`config.mk`:
```
export PLATFORM = sky130hd
export DESIGN_NAME = regfile_reader
export DESIGN_NICKNAME = d
export VERILOG_FILES = /design/src/rtl/regfile_reader_pkg.sv /design/src/rtl/regfile_scoreboard.sv /design/src/rtl/regfile_reader.sv
export SDC_FILE = /design/constraint.sdc
export NUM_CORES = 2
export LEC_CHECK = 0
export ABC_AREA = 1
export BUFFER_PORTS_ARGS = -buffer_cell sky130_fd_sc_hd__buf_2
export CAP_MARGIN = 10
export CELL_PAD_IN_SITES_DETAIL_PLACEMENT = 1
export CELL_PAD_IN_SITES_GLOBAL_PLACEMENT = 1
export CORE_MARGIN = 3
export CORE_UTILIZATION = 35
export CTS_CLUSTER_SIZE = 10
export DETAILED_ROUTE_END_ITERATION = 10
export MAX_ROUTING_LAYER = met4
export PLACE_DENSITY_LB_ADDON = 0.1
export SLEW_MARGIN = 25
export SYNTH_ARGS = -nofsm -noshare
export SYNTH_HDL_FRONTEND = slang
export SYNTH_HIERARCHICAL = 1
export SYNTH_SLANG_ARGS = --single-unit
```
`constraint.sdc`:
```
create_clock -name clock -period 2.8 [get_ports clock]
set_clock_uncertainty 0.15 [all_clocks]
set_input_delay 0.56 -clock clock [delete_from_list [all_inputs] [get_ports clock]]
set_output_delay 0.56 -clock clock [all_outputs]
set_load 0.05 [all_outputs]
```
`src/rtl/regfile_reader_pkg.sv`:
```
// Shared register-bank constants and the destination-selector encoding.
package regfile_reader_pkg;

    localparam int unsigned DATA_W = 32;
    localparam int unsigned ADDR_W = 5;
    localparam int unsigned NREG   = 2 ** ADDR_W;

    localparam logic [ADDR_W-1:0] RA_ADDR  = 5'b11111;
    localparam logic [ADDR_W-1:0] REG_ZERO = 5'b00000;

    typedef enum logic [1:0] {
        REGDST_RT = 2'b00,
        REGDST_RD = 2'b01,
        REGDST_RA = 2'b10
    } regdst_e;

    typedef logic [ADDR_W-1:0] reg_addr_t;
    typedef logic [DATA_W-1:0] reg_data_t;

endpackage

```
`src/rtl/regfile_scoreboard.sv`:
```
// Pending-write scoreboard: busy flops, write-back release, hazard detect.
module regfile_scoreboard
    import regfile_reader_pkg::*;
(
    input  logic            clock,
    input  logic            reset,
    input  logic            rd_valid,
    input  reg_addr_t       rd_addr_a,
    input  reg_addr_t       rd_addr_b,
    input  logic            claim_valid,
    input  reg_addr_t       claim_addr,
    input  logic            wb_en,
    input  reg_addr_t       wb_addr,
    output logic            rd_ready,
    output logic [NREG-1:0] busy_vec
);

    logic [NREG-1:0] clr_vec;
    logic [NREG-1:0] set_vec;
    logic [NREG-1:0] busy_eff;
    logic            accept;

    always_comb begin
        clr_vec = '0;
        set_vec = '0;
        for (int n = 1; n < NREG; n++) begin
            clr_vec[n] = wb_en && (wb_addr == reg_addr_t'(n));
            set_vec[n] = claim_valid && (claim_addr == reg_addr_t'(n));
        end
    end

    // A register released this cycle no longer blocks readers or claimers.
    assign busy_eff = busy_vec & ~clr_vec;

    assign rd_ready = !(busy_eff[rd_addr_a] ||
                        busy_eff[rd_addr_b] ||
                        (claim_valid && busy_eff[claim_addr]));

    assign accept = rd_valid && rd_ready;

    always_ff @(posedge clock or negedge reset) begin
        if (!reset) begin
            busy_vec <= '0;
        end else begin
            busy_vec <= busy_eff | (accept ? set_vec : '0);
        end
    end

endmodule

```
`src/rtl/regfile_reader.sv`:
```
// Register bank with registered two-port read, write-back bypass and
// a scoreboard that stalls reads of registers with a pending write.
module regfile_reader
    import regfile_reader_pkg::*;
(
    input  logic            clock,
    input  logic            reset,
    input  logic            rd_valid,
    output logic            rd_ready,
    input  reg_addr_t       rd_addr_a,
    input  reg_addr_t       rd_addr_b,
    input  logic            claim_valid,
    input  reg_addr_t       claim_addr,
    output reg_data_t       rd_data_a,
    output reg_data_t       rd_data_b,
    output logic            rd_data_vld,
    input  logic            wb_en,
    input  reg_addr_t       wb_addr,
    input  reg_data_t       wb_data,
    output logic [NREG-1:0] busy_vec
);

    reg_data_t bank [NREG];
    reg_data_t byp_a;
    reg_data_t byp_b;
    logic      wb_live;
    logic      accept;

    regfile_scoreboard u_sb (
        .clock       (clock),
        .reset       (reset),
        .rd_valid    (rd_valid),
        .rd_addr_a   (rd_addr_a),
        .rd_addr_b   (rd_addr_b),
        .claim_valid (claim_valid),
        .claim_addr  (claim_addr),
        .wb_en       (wb_en),
        .wb_addr     (wb_addr),
        .rd_ready    (rd_ready),
        .busy_vec    (busy_vec)
    );

    assign wb_live = wb_en && (wb_addr != REG_ZERO);
    assign accept  = rd_valid && rd_ready;

    always_comb begin
        byp_a = bank[rd_addr_a];
        byp_b = bank[rd_addr_b];
        if (wb_live && wb_addr == rd_addr_a) byp_a = wb_data;
        if (wb_live && wb_addr == rd_addr_b) byp_b = wb_data;
        if (rd_addr_a == REG_ZERO) byp_a = '0;
        if (rd_addr_b == REG_ZERO) byp_b = '0;
    end

    always_ff @(posedge clock or negedge reset) begin
        if (!reset) begin
            for (int n = 0; n < NREG; n++) bank[n] <= '0;
        end else if (wb_live) begin
            bank[wb_addr] <= wb_data;
        end
    end

    always_ff @(posedge clock or negedge reset) begin
        if (!reset) begin
            rd_data_a   <= '0;
            rd_data_b   <= '0;
            rd_data_vld <= 1'b0;
        end else begin
            rd_data_vld <= accept;
            if (accept) begin
                rd_data_a <= byp_a;
                rd_data_b <= byp_b;
            end
        end
    end

endmodule

```
==> flow_metrics.py <==
metrics = {
    "global_route": {
        "grt_antenna_before_repair": 8,
        "grt_max_degree": 114,
        "grt_use_total": 0.333,
        "grt_pass1_wl_um": 467000,
        "grt_use_met3": 0.0331,
        "top_usage_layer": "met2",
        "grt_pass1_vias": 70388,
        "use_met2": 0.530,
        "use_met1": 0.445,
        "grt-ovfl-total": 0,
    },
    "timing": {
        "setup_tns_ps": -298,
        "fin_ws_ps": -298,
        "fin_crit_sh": 1.11,
        "slew-limit-headroom": 0.439,
        "period_minus_slack_ps": 3100,
        "finalSetupViolCount": 1,
        "rsz0062_at_grt": "true",
        "maxSlewViolCount": 0,
        "hold_viol": 0,
        "worstMarginPinSlew_ps": 841,
        "timing.fmax_ghz": 0.323,
    },
    "detailed_routing": {
        "routed_wl_um": 312000,
        "initialDrtViolationCount": 5655,
        "ant_nets": 0,
        "drt-wirelength-per-cell_um": 24.6,
        "vias": 68393,
        "dr.pass1.iters": 5,
        "vias_per_cell": 5.38,
        "drc_errors": 0,
    },
    "worst_setup_path": {
        "cp_slowest_cell": "dfrtp_2",
        "slowest_delay_ps": 430,
        "crit_chain": "nand2_2, buf_4, nor2_1, nor2_1, nand2_1, nand3_1, a21oi_2, nor2_2, and2_4, buf_8",
        "critPathCaptureType": "output pin",
        "path_max_fanout": 3,
        "reg2reg_setup_slack_ps": 150,
        "cpMostUsedCell": "nor2_1",
        "worstPathRequired_ps": 2090,
        "critical_path.startpoint_type": "flip-flop",
        "worstSetupPathType": "flip-flop to output pin",
        "cp.arrival_ps": 2390,
    },
    "synthesis": {
        "ys.flop_type": "dfrtp_1",
        "synth_top_area_frac": 0.430,
        "synthTopCellsByArea": "dfrtp_1, nand2_1, nand3_1",
        "syn_avg_cell_area_um2": 6.48,
        "async_flop_share": 1.00,
        "synthCells": 10055,
        "netlist_area_um2": 65200,
        "yosys_warnings": 6,
        "synth_edf_count": 0,
        "post_synth_num_cell_types": 30,
        "synth-seq-area-share": 0.430,
        "synthesis.nets": 10112,
        "ys_seq_elements": 1120,
        "yosys.area.top_type": "dfrtp_1",
    },
    "floorplan": {
        "die_w_um": 437,
        "num_rows": 157,
        "die_h_um": 437,
        "ioPinCount": 155,
        "initial_core_util": 0.354,
        "core_um2": 184000,
        "die_area_um2": 191000,
    },
    "power_and_ir_drop": {
        "peakVddDrop_mv": 0.531,
        "power.total_mw": 53.7,
        "powerDensity_nw_per_um2": 692,
        "power_leakage_nw": 39.7,
    },
    "clock_tree": {
        "clk_pin_slew_ps": 60,
        "clk_latency_ps": 830,
        "cts_htree_levels": 4,
        "clock-sinks": 1120,
        "ctsRootBufferMaster": "clkbuf_16",
        "cts_tree": "yes",
        "cts_buffer_depth": 3,
        "cts_made_buffers": 149,
    },
    "placed_design": {
        "place_hpwl_um": 198000,
        "dp_cells": 12411,
        "placed_area_um2": 72200,
        "io_buffers": 153,
        "place_congestion": 0.915,
    },
    "finish": {
        "fillers": 23499,
        "nets": 10195,
        "final_cell_mix": "nand2_1, nand3_1, dfrtp_1",
        "area_delta_synth_final_pct": 19.0,
        "design_area_um2": 77600,
        "fin_util": 0.421,
        "final_common_cell": "nand2_1",
        "final_cells": 12714,
        "layout-drive-gt1-share": 0.0971,
    },
    "run_status": {
        "status": "finished with violations",
        "violations": "setup timing",
    },
    "worst_hold_path": {
        "hold_class": "input pin to async pin",
    },
    "run": {
        "cap_violations": 0,
    },
}
==> critical path, delay by kind of cell, from the launching register on <==
kind,cells,cell delay (ps)
simple gates,7,810
buf+inv,2,260
compound gates,1,70
flops,1,430
==> worst paths after layout <==
check                                    to  depth (start not counted)              start
setup / recovery                   rd_ready                         10  u_sb/busy_vec[29]
hold / removal                    bank[770]                          2              reset
setup reg to reg               rd_data_b[0]                         20   u_sb/busy_vec[5]
hold reg to reg                   bank[999]                          0          bank[999]
max in group asynchronous  u_sb/busy_vec[6]                          4              reset
min in group clock              rd_data_vld                          4           rd_valid
==> sequential cells by signal, summed over array words and instances (netlist names) <==
name / flops
rd_data_vld: 1
u_sb/busy_vec: 31
rd_data_b: 32
bank: 1024
rd_data_a: 32
==> report_power, final <==
part,switching [mW],internal [mW]
clock network,7.97,11.6
registers,2.04,19.2
logic,8.71,4.10
==> Yosys cell counts (11+ instances only) <==
master	count
nor2_1	867
o21bai_1	32
dfrtp_1	1120
nand2_1	4120
clkbuf_1	480
buf_1	48
buf_4	14
nand2_2	25
nand4_1	34
buf_2	229
o21ai_0	948
inv_2	12
inv_1	783
nor2_2	11
nand3_1	1253
o21ai_1	44
==> repair_timing <==
| action | CTS | global route |
|---|---|---|
| endpoints found under the setup margin | 1 | 14 |
| pin swaps | 2 | 2 |
| hold endpoints to repair | 596 | 0 |
| hold buffers | 33 | 0 |
| buffers inserted | 2 | 5 |
| cloned | 0 | 0 |
| resized for setup | 19 | 9 |
==> final cells by class <==
cell class	count	area, um^2	share of cell area
Antenna cell	5	12.5	0.000161
Clock buffer	226	4480	0.0577
Clock inverter	32	409	0.00527
Inverter	798	3030	0.0391
Multi-Input combinational cell	7365	31200	0.402
Sequential cell	1120	28000	0.361
Tap cell	2464	3080	0.0397
Timing Repair Buffer	704	7350	0.0948
==> cell families after synthesis <==
kind of cell	Yosys count	share of synthesized area
other	1	0.0000576
AOI/OAI and AO/OA	1031	0.0805
xor gates and xnor gates	9	0.00121
buffers and inverters	1570	0.0957
DFF	1120	0.430
and+or+nand+nor	6324	0.392
==> through the flow <==
step / hold WS, ps / setup slack (ps)
6_report: 80.3 / -298
2_1_floorplan: 114 / 5.72
3_5_place_dp: 242 / -491
5_1_grt: 75.7 / -467
3_3_place_gp: 236 / -424
4_1_cts: 41.9 / -306
==> metal layers <==
metal,up-vias,share of wire
li1,31405,-
met1,34536,0.45
met2,1908,0.46
met3,544,0.048
met4,0,0.036
met5,-,0
Power figures use the tool's default switching activity.
